--- src/rtl/muldiv_hilo_unit.sv ---
// muldiv_hilo_unit: iterative MULT/MULTU/DIV/DIVU engine that owns the HI/LO registers.
// Optional feature macro MULDIV_MTHILO_EN adds mthi/mtlo direct writes of rsData into HI/LO.
module muldiv_hilo_unit #(
   parameter int WIDTH = 32
) (
   input  logic             clock,
   input  logic             reset,
   input  logic             start,
   input  logic [5:0]       funct,
   input  logic [WIDTH-1:0] rsData,
   input  logic [WIDTH-1:0] rtData,
   input  logic             flush,
`ifdef MULDIV_MTHILO_EN
   input  logic             mthi,
   input  logic             mtlo,
`endif
   output logic             busy,
   output logic             done,
   output logic [WIDTH-1:0] hi,
   output logic [WIDTH-1:0] lo
);

   // Handshake: start+funct is taken only while busy==0 and flush==0. busy then stays high
   // until the result is written. done pulses for one cycle (with busy==0) once hi/lo hold it,
   // and a new start may be presented in that same cycle.
   localparam logic [5:0] F_MULT  = 6'b011000;
   localparam logic [5:0] F_MULTU = 6'b011001;
   localparam logic [5:0] F_DIV   = 6'b011010;
   localparam logic [5:0] F_DIVU  = 6'b011011;
   localparam int         CW      = (WIDTH > 1) ? $clog2(WIDTH) : 1;
   localparam logic [CW-1:0] LAST = CW'(WIDTH - 1);

   typedef enum logic [1:0] {
      S_IDLE = 2'd0,
      S_RUN  = 2'd1,
      S_FIX  = 2'd2
   } state_t;

   state_t state;
   state_t state_nx;

   logic             accept;
   logic             step;
   logic             write_res;
   logic             mt_hi_wr;
   logic             mt_lo_wr;
   logic             funct_ok;

   logic [CW-1:0]    count;
   logic [2*WIDTH-1:0] acc;
   logic [WIDTH-1:0] opb;
   logic [WIDTH-1:0] rs_raw;
   logic             op_div;
   logic             neg_q;
   logic             neg_r;
   logic             div_zero;

   assign funct_ok = (funct == F_MULT) || (funct == F_MULTU) ||
                     (funct == F_DIV)  || (funct == F_DIVU);

   always_ff @(posedge clock) begin
      if (!reset) begin
         state <= S_IDLE;
      end else begin
         state <= state_nx;
      end
   end

   always_comb begin
      state_nx  = state;
      accept    = 1'b0;
      step      = 1'b0;
      write_res = 1'b0;
      mt_hi_wr  = 1'b0;
      mt_lo_wr  = 1'b0;
      case (state)
         S_IDLE: begin
            if (!flush && start && funct_ok) begin
               accept   = 1'b1;
               state_nx = S_RUN;
            end
`ifdef MULDIV_MTHILO_EN
            // A same-cycle accepted start takes priority over the direct HI/LO writes.
            mt_hi_wr = !flush && !accept && mthi;
            mt_lo_wr = !flush && !accept && mtlo;
`endif
         end
         S_RUN: begin
            if (flush) begin
               state_nx = S_IDLE;
            end else begin
               step = 1'b1;
               if (count == LAST) begin
                  state_nx = S_FIX;
               end
            end
         end
         S_FIX: begin
            state_nx = S_IDLE;
            if (!flush) begin
               write_res = 1'b1;
            end
         end
         default: begin
            state_nx = S_IDLE;
         end
      endcase
   end

   // Operand conditioning at accept: signed ops run on magnitudes, signs are reapplied in FIX.
   logic             is_signed;
   logic             is_div;
   logic             rs_neg;
   logic             rt_neg;
   logic [WIDTH-1:0] rs_abs;
   logic [WIDTH-1:0] rt_abs;

   assign is_signed = ~funct[0];
   assign is_div    = funct[1];
   assign rs_neg    = is_signed & rsData[WIDTH-1];
   assign rt_neg    = is_signed & rtData[WIDTH-1];
   assign rs_abs    = rs_neg ? -rsData : rsData;
   assign rt_abs    = rt_neg ? -rtData : rtData;

   // Multiply iteration: add multiplicand into the upper half when the LSB is set, then shift right.
   logic [WIDTH:0]     add_sum;
   logic [2*WIDTH-1:0] mul_acc_nx;

   assign add_sum    = {1'b0, acc[2*WIDTH-1:WIDTH]} + (acc[0] ? {1'b0, opb} : '0);
   assign mul_acc_nx = {add_sum, acc[WIDTH-1:1]};

   // Divide iteration: shift in the next dividend bit, subtract the divisor if it fits.
   logic [WIDTH:0]     shifted;
   logic               fits;
   logic [WIDTH-1:0]   rem_nx;
   logic [2*WIDTH-1:0] div_acc_nx;

   assign shifted    = acc[2*WIDTH-1:WIDTH-1];
   assign fits       = (shifted >= {1'b0, opb});
   assign rem_nx     = fits ? (shifted[WIDTH-1:0] - opb) : shifted[WIDTH-1:0];
   assign div_acc_nx = {rem_nx, acc[WIDTH-2:0], fits};

   // Sign correction and special cases, consumed on the FIX edge.
   logic [2*WIDTH-1:0] prod;
   logic [WIDTH-1:0]   quo;
   logic [WIDTH-1:0]   rem;
   logic [WIDTH-1:0]   res_hi;
   logic [WIDTH-1:0]   res_lo;

   always_comb begin
      prod   = neg_q ? -acc : acc;
      quo    = neg_q ? -acc[WIDTH-1:0] : acc[WIDTH-1:0];
      rem    = neg_r ? -acc[2*WIDTH-1:WIDTH] : acc[2*WIDTH-1:WIDTH];
      res_hi = prod[2*WIDTH-1:WIDTH];
      res_lo = prod[WIDTH-1:0];
      if (op_div) begin
         if (div_zero) begin
            res_hi = rs_raw;
            res_lo = '1;
         end else begin
            res_hi = rem;
            res_lo = quo;
         end
      end
   end

   always_ff @(posedge clock) begin
      if (!reset) begin
         busy     <= 1'b0;
         done     <= 1'b0;
         hi       <= '0;
         lo       <= '0;
         count    <= '0;
         acc      <= '0;
         opb      <= '0;
         rs_raw   <= '0;
         op_div   <= 1'b0;
         neg_q    <= 1'b0;
         neg_r    <= 1'b0;
         div_zero <= 1'b0;
      end else begin
         busy <= (state_nx != S_IDLE);
         done <= write_res;
         if (accept) begin
            count    <= '0;
            acc      <= {{WIDTH{1'b0}}, rs_abs};
            opb      <= rt_abs;
            rs_raw   <= rsData;
            op_div   <= is_div;
            neg_q    <= rs_neg ^ rt_neg;
            neg_r    <= rs_neg & is_div;
            div_zero <= is_div && (rtData == '0);
         end
         if (step) begin
            count <= count + CW'(1);
            acc   <= op_div ? div_acc_nx : mul_acc_nx;
         end
         if (write_res) begin
            hi <= res_hi;
            lo <= res_lo;
         end
         if (mt_hi_wr) begin
            hi <= rsData;
         end
         if (mt_lo_wr) begin
            lo <= rsData;
         end
      end
   end

endmodule

--- config.mk ---
export PLATFORM = sky130hd
export DESIGN_NAME = muldiv_hilo_unit
export DESIGN_NICKNAME = d
export VERILOG_FILES = /design/src/rtl/muldiv_hilo_unit.sv
export SDC_FILE = /design/constraint.sdc
export NUM_CORES = 1
export LEC_CHECK = 0
export ABC_AREA = 1
export BUFFER_PORTS_ARGS = -buffer_cell sky130_fd_sc_hd__buf_2
export CORE_MARGIN = 3
export CORE_UTILIZATION = 50
export CTS_BUF_LIST = sky130_fd_sc_hd__clkbuf_8
export DETAILED_ROUTE_END_ITERATION = 7
export PLACE_DENSITY_LB_ADDON = 0.12
export SYNTH_ARGS = -nofsm -noshare
export SYNTH_HDL_FRONTEND = slang
export SYNTH_SLANG_ARGS = --single-unit
--- constraint.sdc ---
create_clock -name clock -period 7.2 [get_ports clock]
set_clock_uncertainty 0.15 [all_clocks]
set_input_delay 0.72 -clock clock [delete_from_list [all_inputs] [get_ports clock]]
set_output_delay 0.72 -clock clock [all_outputs]
set_load 0.05 [all_outputs]
# Yosys cells after proc, flatten, opt, wreduce, memory -nomap -nowiden
# Cells that the tools add are included.
[classes]
add_sub_neg = 8
n_mux = 25
div = 0
bitwise_logic = 5
n_eq_ne = 7
shifts = 0
reduce_logical = 11
mul = 0
n_lt_le_gt_ge = 1
[op_table]
columns = ["operator", "n"]
rows = [
  ["2-to-1 mux 32 bit", 10],
  ["2-to-1 mux 64 bit", 4],
  ["negator 32 bit", 4],
  ["negator 64 bit", 1],
  ["adder 32 x 32 -> 33 bit", 1],
  ["greater-or-equal comparator 33 x 32 -> 1 bit", 1],
  ["logical NOT 32 bit", 1],
  ["subtractor 32 bit", 1],
  ["equality test 6 x 5 -> 1 bit, second input constant", 4],
  ["2-to-1 mux 5 bit", 2],
  ["2-to-1 mux 2 bit", 3],
  ["adder 5 x 1 -> 5 bit, second input constant", 1],
  ["equality test 5 bit, second input constant", 1],
  ["2-to-1 mux 1 bit", 5],
  ["one-hot mux 2 bit (2 select lines)", 1],
  ["nonzero test 2 bit", 2],
  ["bitwise AND 1 bit", 3],
  ["logical AND 1 bit", 3],
  ["logical OR 1 bit", 3],
  ["equality test 2 x 1 -> 1 bit, second input constant", 1],
  ["equality test 2 bit, second input constant", 1],
  ["logical NOT 2 bit", 1],
  ["logical NOT 1 bit", 1],
  ["inverter 1 bit", 1],
  ["bitwise XOR 1 bit", 1],
]
[word_totals]
mem_bits_ro = 0
word_cells = 70
latchBits = 0
mem_count = 0
ramBits = 0
output_inout_bits = 66
reg_bits = 205

# Logic depth before layout (Yosys ltp)
[logic_depth]
depth_word = 9
depth_mapped = 20
ltp_nobuf = 18

# Worst setup path after synthesis
# No wires, ideal clock.
[synth_path]
path_kind = "reg-to-reg"
start = "reg acc[0]"
end = "reg acc[61]"
path_stages_with_launch = 20
setup_slack_ps = 4603
setup_ps = 132
arrival_time_ps = 2314
path_cell_list = "dfxtp_1 -> buf_6 -> clkbuf_1 -> nand2_1 -> inv_1 -> ha_1 -> inv_1 -> fa_1 -> inv_1 -> nand3_1 -> nand3_1 -> nand2_1 -> nand2_1 -> nand3_1 -> nand2_1 -> nand2_1 -> nand3_1 -> nand3_1 -> nand3_1 -> a21oi_1"
[synth_via]
elab_chain_cells = 4
[synth_lines]
columns = ["element", "line_no", "rtl"]
rows = [
  ["from (decl)", "50", "logic [2*WIDTH-1:0] acc;"],
  ["from (signal assigned)", "186", "acc <= {{WIDTH{1'b0}}, rs_abs};"],
  ["from (signal assigned)", "196", "acc <= op_div ? div_acc_nx : mul_acc_nx;"],
  ["2-to-1 mux 32 bit", "129", "assign add_sum = {1'b0, acc[2*WIDTH-1:WIDTH]} + (acc[0] ? {1'b0, opb} : '0);"],
  ["adder 32 x 32 -> 33 bit", "129", ""],
  ["2-to-1 mux 64 bit", "196", ""],
  ["2-to-1 mux 64 bit", "194", "if (step) begin"],
]
# Every way passes these cells.
# A chain may end at the register's enable or synchronous reset.

# Worst setup path in the final report
[layout_path]
start = "reg acc[50]"
end = "reg acc[61]"
[layout_via]
elab_chain_cells = 4
elab_cells_between_ends = 6
cone_classes = "add/sub: 2; order compare: 1; mux: 3"
[layout_lines]
columns = ["element", "line_no", "rtl"]
rows = [
  ["subtractor 32 bit / greater-or-equal comparator 33 x 32 -> 1 bit (equally long branches)", "140, 139", ""],
  ["2-to-1 mux 32 bit", "140", "assign rem_nx = fits ? (shifted[WIDTH-1:0] - opb) : shifted[WIDTH-1:0];"],
  ["2-to-1 mux 64 bit (*)", "196", ""],
  ["2-to-1 mux 64 bit (*)", "194", ""],
]
# Every way passes the cells marked *; elsewhere a longest branch is shown, timed or not.

==> impl_results.md <==
* Status: finished clean
* DIE AREA at between 30000 and 40000 um^2
* Switch share at 31.2%
* Cell accounting for the most synthesized area: dfxtp_1
* Antenna cells at 0
* First-pass GRT wire length at between 100 and 150 mm
* Cts repair resizes at 0
* Reg power frac at 38.6%
* Internal cell power at 0.00205 W
* Post-route insts no fill at ~3.8k
* Global placer's final weighted congestion at around 1.0
* Initial antenna violation count at 0
* Mapped Cells at 3253
* Total CTS buffers at 38
* Total gr overflow at 0
* Register area share after synthesis at between 20% and 30%
* Total GRT Usage at 39.8%
* Hold Fails Final Rpt at 0
* Drt drc at 0
* CTS Buffer Depth at 3
* Worst Tran Pin Value at 1.07 ns
* Synthesized area at 18400 um^2
* DR iter-0 viols at approximately 3.6k
* Post-synth top cells: nand2_1 (898), inv_1 (470), nor2_1 (318)
* Final Cycle Share at a little under half
* Clk Latency, worst-skew pair at 0.61 ns
* Drt pass-1 iters at 7
* Layout Nets at approximately 3.5k
* Via Count at 22.5k
* EDFF count, synth at 0
* Die Span Y at 198 um
* Worst hold start: funct[1]
* Crit. End Element: flip-flop
* Synth Warn # at 0
* Relative slew slack at 28.6%
* Unrepaired setup endpoints after global routing: false
* Sw Pwr at between 0.0009 and 0.001 W
* Syn Nets at between 3k and 4k
* Placed cells at between 3k and 4k
* Hold buffers post-CTS at 0
* CORE AREA at roughly 36000 um^2
* Hpwl dp at 62.2 mm
* Drt total wl at 79.9 mm
* Reg-to-reg startpoint: acc[50]
* TritonCTS Sinks at 205
* Synth area leaders: dfxtp_1 (22%), nand2_1 (18%), inv_1 (9.6%)
* Initial core utilization at 51.3%
* Worst Path Arrival at 3.70 ns
* Largest net degree at the start of global routing at 112
* Root Driver: clkbuf_8
* FP Rows at 69
* Post-CTS Setup Repair Bufs at 0
* Clock Power Share at 45.5%
* Layout cell share with drive strength beyond 1 at 8.25%
* Max_cap viols at 0
* Power, Total at 0.00299 W
* Launch point of the worst path: acc[50]
* Mean post-synth cell area at 5.66 um^2
* Asr flop ratio synth at 0%
* H-tree Lvls at 2
* Synth top area share at 22.3%
* Setup tns final at 0 ns
* Final min period at 3.34 ns
* Clock transition at path regs at 0.07 ns
* R2R Setup Slk at 3.86 ns
* Comb pwr share at 15.9%
* WL per Instance at 21.0 um
* Peak VDD IR at 0.156 mV
* Vias in the first global route at 20.1k
* Worst setup path class: flip-flop to flip-flop
* Setup Viol. Count Final at 0
* Leak at 10.9 nW
* PD cells at 148 nW/um^2
* Layout area overhead at 9.54%
* Top-count cell post-synth: nand2_1
* CP Launch Type: flip-flop
* Input/output buffers at 139
* Critical Path Fanout Max at 32
* #FFs+latches synth at about 210
* Post-synth top flop: dfxtp_1
* Final Slew Violations at 0
* Max Clk Rate at 300 MHz
* Die span in x at 198 um
* CTS tree: built
* Final ANT Viol Nets at 0
* Vias per inst at 5.90
* Min-Delay Path Class: primary input to flip-flop
* # IOs at 140
* Netlist cell types at between 50 and 60
* Critical path required time at 7.56 ns
-- registers in the layout, summed over array words and instances, names as in the netlist, 2 cells and up --
register,flops
acc,64
count,5
rs_raw,32
opb,32
lo,32
hi,32
state,2
-- metal layers --
layer | vias to the layer above | wire [um] | global-route usage (%)
met3 | 147 | 11600 | 12.0
li1 | 10600 | - | -
met5 | - | 0 | 0
met4 | 0 | 2370 | 11.5
met2 | 1451 | 31500 | 54.9
met1 | 10200 | 34400 | 59.1
-- final timing paths --
kind / endpoint / depth (start not counted)
max reg2reg: acc[61] / 14
min reg2reg: count[3] / 2
max: acc[61] / 14
min: op_div / 3
-- cell usage in the layout, fill, tap and decap left out, drive strengths merged, types with 64 or more instances in the layout --
cell type,instances
a21oi,296
buf,157
dfxtp,205
ha,70
inv,490
nand2,906
nand3,273
nor2,332
o21ai,274
xor2,64
-- area by class of cell --
| cell class | instances | area (um^2) |
|---|---|---|
| clock buffer | 44 | 606 |
| clock inverter | 25 | 283 |
| inverter | 482 | 1810 |
| multi-input combinational | 2434 | 12000 |
| sequential | 205 | 4110 |
| tap | 461 | 577 |
| timing repair buffer | 157 | 833 |
| fill | 3802 | 15700 |
-- critical path: stages (launching register included) --
cell	delay (ns)
dfxtp_1	0.74
ha_1	0.41
nand2_1	0.15
inv_1	0.05
nand2_1	0.06
nand2_1	0.09
a21oi_2	0.20
nor2_4	0.07
nor2_8	0.36
nand2_8	0.24
nand2_2	0.24
nand2_1	0.07
nand2_1	0.13
nand3_1	0.09
a21oi_1	0.16
-- kinds of logic after synthesis --
group / synth area share [%]
AOI/OAI and AO/OA: 19.2
xor gates and xnor gates: 3.23
adders and majority gates: 4.97
buffers and inverters: 12.8
DFF: 22.3
and+or+nand+nor: 37.5
-- through the flow --
step / instance area, um^2 / util [%] / worst slack (ns) / hold WS (ns)
after floorplan: 18400 / - / 4.60 / 0.280
after global placement: 19300 / 53.7 / 3.76 / 0.297
after detailed placement: 19300 / 53.7 / 3.69 / 0.308
after CTS: 20200 / 56.2 / 3.96 / 0.214
after global routing: 20200 / 56.2 / 3.63 / 0.252
final: 20200 / 56.2 / 3.86 / 0.251
-- power by group through the flow --
| stage | clock [W] | sequential (W) | combinational (W) |
|---|---|---|---|
| final | 0.00136 | 0.00115 | 0.000475 |
| after global routing | 0.00141 | 0.00115 | 0.000515 |
| after CTS | 0.00137 | 0.00115 | 0.000459 |
| after detailed placement | 0 | 0.00118 | 0.000457 |
| after global placement | 0 | 0.00118 | 0.000455 |
| after floorplan | 0 | 0.00117 | 0.000312 |
Note: power is estimated with default switching activity, not from simulation.
